`src/rtl/ram_port_arbiter.sv`:
```
`default_nettype none
// ============================================================================
// Module : ram_port_arbiter
// Two-port arbiter for a shared single-port RAM. Port A has priority, and a
// burst limiter caps how long B can be starved. Define RAM_ARB_RR_EN to use
// round-robin arbitration instead.
// Rev    : 1.0
// ============================================================================
module ram_port_arbiter #(
   parameter int g_RAM_WIDTH = 9,
   parameter int g_RAM_ADDR  = 11,
   parameter int g_MAX_BURST = 4
) (
   input  logic                   i_clk,
   input  logic                   i_rst,
   input  logic                   i_a_req,
   input  logic                   i_a_we,
   input  logic [g_RAM_ADDR-1:0]  i_a_addr,
   input  logic [g_RAM_WIDTH-1:0] i_a_wdata,
   output logic                   o_a_gnt,
   output logic                   o_a_rvalid,
   output logic [g_RAM_WIDTH-1:0] o_a_rdata,
   input  logic                   i_b_req,
   input  logic                   i_b_we,
   input  logic [g_RAM_ADDR-1:0]  i_b_addr,
   input  logic [g_RAM_WIDTH-1:0] i_b_wdata,
   output logic                   o_b_gnt,
   output logic                   o_b_rvalid,
   output logic [g_RAM_WIDTH-1:0] o_b_rdata,
   output logic                   o_ram_en,
   output logic                   o_ram_we,
   output logic [g_RAM_ADDR-1:0]  o_ram_addr,
   output logic [g_RAM_WIDTH-1:0] o_ram_data,
   input  logic [g_RAM_WIDTH-1:0] i_ram_data
);

   logic                   sel_a, sel_b;
   logic                   a_gnt_d, a_gnt_q, b_gnt_d, b_gnt_q;
   logic                   ram_en_d, ram_en_q, ram_we_d, ram_we_q;
   logic [g_RAM_ADDR-1:0]  ram_addr_d, ram_addr_q;
   logic [g_RAM_WIDTH-1:0] ram_data_d, ram_data_q;
   logic                   tag1_v_d, tag1_v_q, tag1_p_d, tag1_p_q;
   logic                   tag2_v_d, tag2_v_q, tag2_p_d, tag2_p_q;
   logic                   a_rvalid_d, a_rvalid_q, b_rvalid_d, b_rvalid_q;
   logic [g_RAM_WIDTH-1:0] a_rdata_d, a_rdata_q, b_rdata_d, b_rdata_q;

`ifdef RAM_ARB_RR_EN
   logic last_b_d, last_b_q;
`else
   localparam logic [3:0] c_MAX_BURST = 4'(g_MAX_BURST);
   logic [3:0] burst_d, burst_q;
`endif

   always_comb begin
      sel_a = i_a_req;
      sel_b = i_b_req;
      if (i_a_req && i_b_req) begin
`ifdef RAM_ARB_RR_EN
         sel_a = last_b_q;
`else
         sel_a = (burst_q != c_MAX_BURST);
`endif
         sel_b = !sel_a;
      end

      a_gnt_d    = sel_a;
      b_gnt_d    = sel_b;
      ram_en_d   = sel_a | sel_b;
      ram_we_d   = 1'b0;
      ram_addr_d = ram_addr_q;
      ram_data_d = ram_data_q;
      if (sel_a) begin
         ram_we_d   = i_a_we;
         ram_addr_d = i_a_addr;
         ram_data_d = i_a_wdata;
      end else if (sel_b) begin
         ram_we_d   = i_b_we;
         ram_addr_d = i_b_addr;
         ram_data_d = i_b_wdata;
      end

      // Tag {valid, port} follows each read so its data returns to the issuer
      tag1_v_d   = (sel_a && !i_a_we) || (sel_b && !i_b_we);
      tag1_p_d   = sel_b;
      tag2_v_d   = tag1_v_q;
      tag2_p_d   = tag1_p_q;
      a_rvalid_d = tag2_v_q && !tag2_p_q;
      b_rvalid_d = tag2_v_q && tag2_p_q;
      a_rdata_d  = a_rvalid_d ? i_ram_data : a_rdata_q;
      b_rdata_d  = b_rvalid_d ? i_ram_data : b_rdata_q;

`ifdef RAM_ARB_RR_EN
      last_b_d = last_b_q;
      if (sel_b)      last_b_d = 1'b1;
      else if (sel_a) last_b_d = 1'b0;
`else
      burst_d = burst_q;
      if (!i_b_req || sel_b)                 burst_d = 4'd0;
      else if (sel_a && burst_q != c_MAX_BURST) burst_d = burst_q + 4'd1;
`endif
   end

   always_ff @(posedge i_clk) begin
      if (i_rst) begin
         a_gnt_q    <= 1'b0;
         b_gnt_q    <= 1'b0;
         ram_en_q   <= 1'b0;
         ram_we_q   <= 1'b0;
         ram_addr_q <= '0;
         ram_data_q <= '0;
         tag1_v_q   <= 1'b0;
         tag1_p_q   <= 1'b0;
         tag2_v_q   <= 1'b0;
         tag2_p_q   <= 1'b0;
         a_rvalid_q <= 1'b0;
         b_rvalid_q <= 1'b0;
         a_rdata_q  <= '0;
         b_rdata_q  <= '0;
`ifdef RAM_ARB_RR_EN
         last_b_q   <= 1'b1;
`else
         burst_q    <= 4'd0;
`endif
      end else begin
         a_gnt_q    <= a_gnt_d;
         b_gnt_q    <= b_gnt_d;
         ram_en_q   <= ram_en_d;
         ram_we_q   <= ram_we_d;
         ram_addr_q <= ram_addr_d;
         ram_data_q <= ram_data_d;
         tag1_v_q   <= tag1_v_d;
         tag1_p_q   <= tag1_p_d;
         tag2_v_q   <= tag2_v_d;
         tag2_p_q   <= tag2_p_d;
         a_rvalid_q <= a_rvalid_d;
         b_rvalid_q <= b_rvalid_d;
         a_rdata_q  <= a_rdata_d;
         b_rdata_q  <= b_rdata_d;
`ifdef RAM_ARB_RR_EN
         last_b_q   <= last_b_d;
`else
         burst_q    <= burst_d;
`endif
      end
   end

   assign o_a_gnt    = a_gnt_q;
   assign o_b_gnt    = b_gnt_q;
   assign o_a_rvalid = a_rvalid_q;
   assign o_b_rvalid = b_rvalid_q;
   assign o_a_rdata  = a_rdata_q;
   assign o_b_rdata  = b_rdata_q;
   assign o_ram_en   = ram_en_q;
   assign o_ram_we   = ram_we_q;
   assign o_ram_addr = ram_addr_q;
   assign o_ram_data = ram_data_q;

endmodule
`default_nettype wire

```
`config.mk`:
```
export PLATFORM = sky130hd
export DESIGN_NAME = ram_port_arbiter
export DESIGN_NICKNAME = d
export VERILOG_FILES = /design/src/rtl/ram_port_arbiter.sv
export SDC_FILE = /design/constraint.sdc
export NUM_CORES = 1
export LEC_CHECK = 0
export CAP_MARGIN = 20
export CORE_MARGIN = 2
export CORE_UTILIZATION = 30
export DETAILED_ROUTE_END_ITERATION = 12
export PLACE_DENSITY = 0.66
export SKIP_LAST_GASP = 1
export SYNTH_ARGS = -nofsm -noshare
export SYNTH_HDL_FRONTEND = slang
export SYNTH_SLANG_ARGS = --single-unit
```
`constraint.sdc`:
```
create_clock -name i_clk -period 3.1 [get_ports i_clk]
set_clock_uncertainty 0.1 [all_clocks]
set_input_delay 0.775 -clock i_clk [delete_from_list [all_inputs] [get_ports i_clk]]
set_output_delay 0.775 -clock i_clk [all_outputs]
set_load 0.05 [all_outputs]
```
Yosys cells after proc, flatten, opt, wreduce, memory -nomap -nowiden --
Index checks and enable logic that the tools add are counted.
Word-level totals: word-level logic and storage cells 40, register bits after elaboration 51, input bits 55
Operators by class: eq/ne operators 1, $add $sub $neg 1, mux-type cells 8, reductions and logical operators 15, bitwise logic cells 1
Operators with widths (count):
- 2-to-1 mux 11 bit | 2
- 2-to-1 mux 9 bit | 2
- logical AND 1 bit | 6
- zero test 1 bit | 5
- adder 4 x 1 -> 4 bit, second input constant | 1
- 2-to-1 mux 1 bit | 4
- inequality test 4 x 3 -> 1 bit, second input constant | 1
- logical OR 1 bit | 2
- nonzero test 2 bit | 1
- OR reduction 2 bit | 1
- OR 1 bit | 1

Longest topological paths before layout --
Gate-level depths: netlist of the first run.
depth in word-level cells 5, depth in mapped cells 6, mapped depth without buffers 5

Worst setup path after synthesis of the first run --
No wires, ideal clock.
path kind input to register, from in i_b_req, to reg ram_addr_q[1] (netlist: o_ram_addr[1]), cell stages on the path 5, setup time 124 ps, slack 1417 ps, data required time 2876 ps, arrival 1459 ps, cells stage by stage buf_2 nand4b_1 buf_2 nand4_1 o211ai_2
Between the ends: word-level cells in the longest chain between the ends 3
RTL lines:
- start: declaration | RTL line 23 | input logic i_b_req,
- logical AND 1 bit | RTL line 57 | if (i_a_req && i_b_req) begin
- 2-to-1 mux 1 bit | RTL line 57
- 2-to-1 mux 11 bit / nonzero test 2 bit (equally long branches)
- end signal: assignment | RTL line 129 | ram_addr_q <= ram_addr_d;
- end: declaration | RTL line 40 | logic [g_RAM_ADDR-1:0] ram_addr_d, ram_addr_q;
Several ways; a longest one is shown, not always the timed one. A chain may end at the register's enable or synchronous reset.

Worst setup path after layout of the first run --
from reg ram_addr_q[9] (netlist: o_ram_addr[9]), to out o_ram_addr[9]
RTL lines:
- end: declaration | RTL line 32 | output logic [g_RAM_ADDR-1:0] o_ram_addr,
No word-level cell between the ends.

==> impl_metrics.tcl, run 1 <==
set metrics [dict create \
    netlist_instances 242 \
    stdcell_count 430 \
    setup_violations 0 \
    ys_ff_latch 51 \
    cp_top_family "buffers and inverters" \
    critPathKind "flop to output pin" \
    crit_chain "clkdlybuf4s50_1" \
    cts_tree "yes" \
    slew-limit-headroom 0.603 \
    synth_top_area_cell "dfxtp_1" \
    critPathLaunchType "flop" \
    p_per_area_mw_per_mm2 457 \
    whs_path_depth 1 \
    drive_above_1_share 0.111 \
    vdd_ir_drop_max_v 0.000189 \
    fin_nets 390 \
    dpl.hpwl_mm 4.14 \
    gr-total-overflow 0 \
    clk_pin_slew_ps 100 \
    vias 2016 \
    rsz0062_at_grt "false" \
    seq_area_frac_synth 0.483 \
    initialDrtViolationCount 76 \
    timing_hold_violations_final 0 \
    netlist_area_mm2 0.00212 \
    ant_nets 0 \
    p_leak_nw 1.22 \
    period_share 0.761 \
    post_cts_resized 0 \
    firstDrtPassIters 4 \
    synth_nets 299 \
    antenna_found_initial 0 \
    dp_cells 422 \
    min_period_ps 2360 \
    cpPeakStageDelay_ps 820 \
    grt_pass1_wl_mm 8.88 \
    final_cell_mix "98 x clkdlybuf4s50_1, 77 x nand2_1, 51 x dfxtp_1" \
    cp.depth 1 \
    cts-root-buf "clkbuf_8" \
    routabilityCongestion 0.747 \
    wl_per_cell_um 13.1 \
    clk_latency_ps 300 \
    status "finished clean" \
    die-height_um 88.0 \
    die_area_mm2 0.00774 \
    cp_num_buf_inv 1 \
    first_global_vias 1928 \
    via_per_inst 4.69 \
    port_buffers 98 \
    holdBufCountCts 0 \
    yosysWarnings 0 \
    postSynthAreaPerCell_um2 8.74 \
    clock-sinks 51 \
    grt.total_usage 0.145 \
    synth_top_area_frac 0.483 \
    cpMaxStageDelayCell "clkdlybuf4s50_1" \
    arrival_ps 1480 \
    hp-class "flop to flop" \
    cts_setup_buffers 0 \
    cp.required_ps 2220 \
    crit_fanout 2 \
    nFillCells 646 \
    drc 0 \
    maxSlewViolCount 0 \
    grt_start_max_net_pins 27 \
    core-area_mm2 0.00679 \
    finalWirelength_mm 5.63 \
    synth_area_leaders "dfxtp_1 48%, nand2_1 14%, o211ai_2 12%" \
    tns_ps 0 \
    cap_violations 0 \
    worst_pin_slew_ps 594 \
    cts_buffer_depth 2 \
    fmax_mhz 424 \
    final_common_cell "clkdlybuf4s50_1" \
    start_util 0.311 \
    fp.dieW_um 88.0 \
    diodes 0 \
    synthToLayoutAreaGrowth_pct 55.2 \
    end_kind "output pin" \
    rows 30 \
    reg2regPathDepth 6 \
    ioPinCount 99 \
    ys_types 28 \
    htree_levels 2 \
    cts-buffers-inserted 5 \
]
## power by group
part	switching (W)	internal [W]	total [W]
sequential	0.0000157	0.000686	0.000701
clock	0.000216	0.000261	0.000478
combinational	0.000181	0.000140	0.000321
total	0.000413	0.00109	0.00150
## cell type report
| class | count | area, um^2 | area share |
|---|---|---|---|
| repair buffers | 104 | 1040 | 0.316 |
| flip-flops and latches | 51 | 1020 | 0.311 |
| multi-input cells | 166 | 968 | 0.295 |
| well taps | 96 | 120 | 0.0366 |
| clock buffers | 6 | 82.6 | 0.0251 |
| clock inverters | 2 | 35.0 | 0.0107 |
| inverters | 5 | 18.8 | 0.00571 |
## final timing paths
path,slack [ps],end,start
worst max-delay path,740,o_ram_addr[9],o_ram_addr[9]
worst min-delay path,340,tag2_v_q,tag1_v_q
worst max register to register,1220,o_ram_addr[8],burst_q[0]
worst min register to register,340,tag2_v_q,tag1_v_q
## state kept, by name (all words and copies together), names as in the netlist, 4 cells and up
name,cells
burst_q,4
o_a_rdata,9
o_b_rdata,9
o_ram_addr,11
o_ram_data,9
## layer usage
| metal | vias to the layer above | GRT usage | part of all wire |
|---|---|---|---|
| li1 | 1008 | - | - |
| met1 | 916 | 0.196 | 0.47 |
| met2 | 87 | 0.228 | 0.44 |
| met3 | 5 | 0.0349 | 0.078 |
| met4 | 0 | 0.0448 | 0.0098 |
| met5 | - | 0 | 0 |
## logic make-up after synthesis
group                    after synthesis  share of synthesized area
adder cells (fa/ha/maj)                2                     0.0118
XOR/XNOR                               2                    0.00828
buffers and inverters                 25                     0.0621
AO/OA/AOI/OAI                         45                      0.185
flip-flops                            51                      0.483
AND/OR/NAND/NOR                      117                      0.250
## stage by stage
| step | area (um^2) | utilization | setup WS (ps) | hold slack, ps | total power (W) |
|---|---|---|---|---|---|
| CTS | 3280 | 0.483 | 718 | 350 | 0.00152 |
| global placement | 3170 | 0.466 | 636 | 319 | 0.00104 |
| detailed placement | 3170 | 0.466 | 614 | 330 | 0.00104 |
| finish | 3280 | 0.483 | 740 | 344 | 0.00150 |
| global route | 3280 | 0.483 | 689 | 361 | 0.00156 |
| floorplan | 2120 | - | 1420 | 314 | 0.000896 |
## cell usage after synthesis
| cell | instances |
|---|---|
| inv_1 | 5 |
| nand4b_1 | 2 |
| nand3_1 | 2 |
| nand4_1 | 20 |
| clkbuf_1 | 4 |
| buf_4 | 2 |
| o211ai_1 | 1 |
| xnor2_1 | 1 |
| o21ba_2 | 1 |
| and2_1 | 1 |
| dfxtp_1 | 51 |
| nand3b_1 | 1 |
| o211a_1 | 1 |
| ha_1 | 2 |
| xor2_1 | 1 |
| nor2b_1 | 4 |
| nor3_1 | 1 |
| a21oi_1 | 20 |
| nor2_1 | 6 |
| o21ai_0 | 1 |
| and3_1 | 1 |
| nand2b_1 | 1 |
| buf_2 | 12 |
| o211ai_2 | 20 |
| and3b_1 | 1 |
| buf_6 | 2 |
| a21oi_2 | 1 |
| nand2_1 | 77 |
Note: power is estimated with default switching activity, not from simulation.
==> run 2: changes to the inputs <==
==> constraint.sdc (replaced) <==
create_clock -name i_clk -period 2.3 [get_ports i_clk]
set_clock_uncertainty 0.1 [all_clocks]
set_input_delay 0.575 -clock i_clk [delete_from_list [all_inputs] [get_ports i_clk]]
set_output_delay 0.575 -clock i_clk [all_outputs]
set_load 0.05 [all_outputs]
==> impl_metrics.tcl, run 2 (synthesized netlist as in run 1, its figures left out) <==
set metrics [dict create \
    setup_violations 0 \
    cp_num_buf_inv 1 \
    dp_cells 425 \
    port_buffers 98 \
    switchingPower_w 0.000568 \
    p_int_w 0.00134 \
    stdcell_count 433 \
    cts-root-buf "clkbuf_8" \
    end_kind "output pin" \
    finalWirelength_mm 5.62 \
    routabilityCongestion 0.746 \
    crit_chain "clkdlybuf4s50_1" \
    min_period_ps 2150 \
    cts_buffer_depth 2 \
    rows 30 \
    drc 0 \
    cp.required_ps 1620 \
    critPathLaunchType "flop" \
    initialDrtViolationCount 70 \
    r2r_end "o_ram_addr[7]" \
    drive_above_1_share 0.119 \
    p_clk_frac 0.273 \
    wl_per_cell_um 13.0 \
    reg2regPathDepth 6 \
    clock-sinks 51 \
    synthToLayoutAreaGrowth_pct 55.8 \
    power_frac_seq 0.497 \
    vias 2019 \
    cap_violations 0 \
    whs_path_depth 1 \
    ant_nets 0 \
    firstDrtPassIters 4 \
    holdBufCountCts 0 \
    start_util 0.311 \
    cts_tree "yes" \
    timing_hold_violations_final 0 \
    period_share 0.933 \
    gr-total-overflow 0 \
    rsz0062_at_grt "false" \
    final_cell_mix "98 x clkdlybuf4s50_1, 77 x nand2_1, 51 x dfxtp_1" \
    critPathKind "flop to output pin" \
    combPwrFrac 0.230 \
    final_area_mm2 0.00330 \
    cpPeakStageDelay_ps 810 \
    worst_pin_slew_ps 624 \
    p_sw_frac 0.299 \
    cts_setup_buffers 0 \
    antenna_found_initial 0 \
    tns_ps 0 \
    regToRegStartpoint "burst_q[0]" \
    place_ws_ps 188 \
    holdPathEnd "tag2_v_q" \
    fp.dieW_um 88.0 \
    rrSetupSlack_ps 720 \
    cp_top_family "buffers and inverters" \
    fmax_mhz 466 \
    htree_levels 2 \
    arrival_ps 1470 \
    grt.total_usage 0.145 \
    crit_fanout 2 \
    die_area_mm2 0.00774 \
    fin_nets 393 \
    dpl.hpwl_mm 4.12 \
    post_cts_resized 0 \
    core-area_mm2 0.00679 \
    grt_start_max_net_pins 22 \
    cpMaxStageDelayCell "clkdlybuf4s50_1" \
    hp-class "flop to flop" \
    slew-limit-headroom 0.583 \
    diodes 0 \
    ioPinCount 99 \
    setup_slack_ps 155 \
    dpl_cell_area_mm2 0.00320 \
    final_common_cell "clkdlybuf4s50_1" \
    grt_pass1_wl_mm 8.87 \
    clk_latency_ps 290 \
    vdd_ir_drop_max_v 0.000337 \
    largest_reg_flops 11 \
    clk_pin_slew_ps 100 \
    die-height_um 88.0 \
    p_per_area_mw_per_mm2 578 \
    first_global_vias 1881 \
    maxSlewViolCount 0 \
    via_per_inst 4.66 \
    p_leak_nw 1.22 \
    utilization 0.485 \
    hp-start "tag1_v_q" \
    status "finished clean" \
    cts-buffers-inserted 5 \
]
## run 2: worst max path at each step
stage / from / end / slack (ps) / depth (start not counted)
2_1_floorplan: i_b_req / o_ram_addr[1] / 820 / 5
3_3_place_gp: i_b_req / o_ram_data[7] / 230 / 5
3_5_place_dp: i_rst / o_ram_addr[7] / 190 / 5
4_1_cts: o_ram_addr[7] / o_ram_addr[7] / 130 / 1
5_1_grt: o_ram_addr[7] / o_ram_addr[7] / 90 / 1
6_report: o_b_rdata[8] / o_b_rdata[8] / 150 / 1
## run 2: routing by layer
metal	track usage	wire length, um
met1	0.191	2640
met2	0.235	2530
met3	0.0396	404
met4	0.0378	42
met5	0	0
## run 2: worst register-to-register path, stage by stage, from the launching register on
cell	delay (ps)
dfxtp_1	380
inv_1	60
ha_1	200
and3b_1	230
a21oi_2	190
buf_12	210
o211ai_2	110
## run 2: power groups by stage
stage                     combinational, W  clock, W  sequential, W
after detailed placement          0.000440         0       0.000966
after CTS                         0.000442  0.000542       0.000947
final                             0.000438  0.000520       0.000946
after global placement            0.000439         0       0.000966
after global routing              0.000462  0.000583       0.000952
after floorplan                   0.000110         0        0.00110
## run 2: cell type report
cell class                 count  area (um^2)
multi-input combinational    166          968
clock inverter                 3         25.0
inverter                       5         18.8
timing repair buffer         107         1070
fill                         667         3500
clock buffer                   5         68.8
sequential                    51         1020
tap                           96          120
## run 2: through the flow
step                      total power, W  hold WS, ps
after global routing             0.00200          367
after CTS                        0.00193          353
final                            0.00190          345
after global placement           0.00140          336
after floorplan                  0.00121          314
after detailed placement         0.00141          330
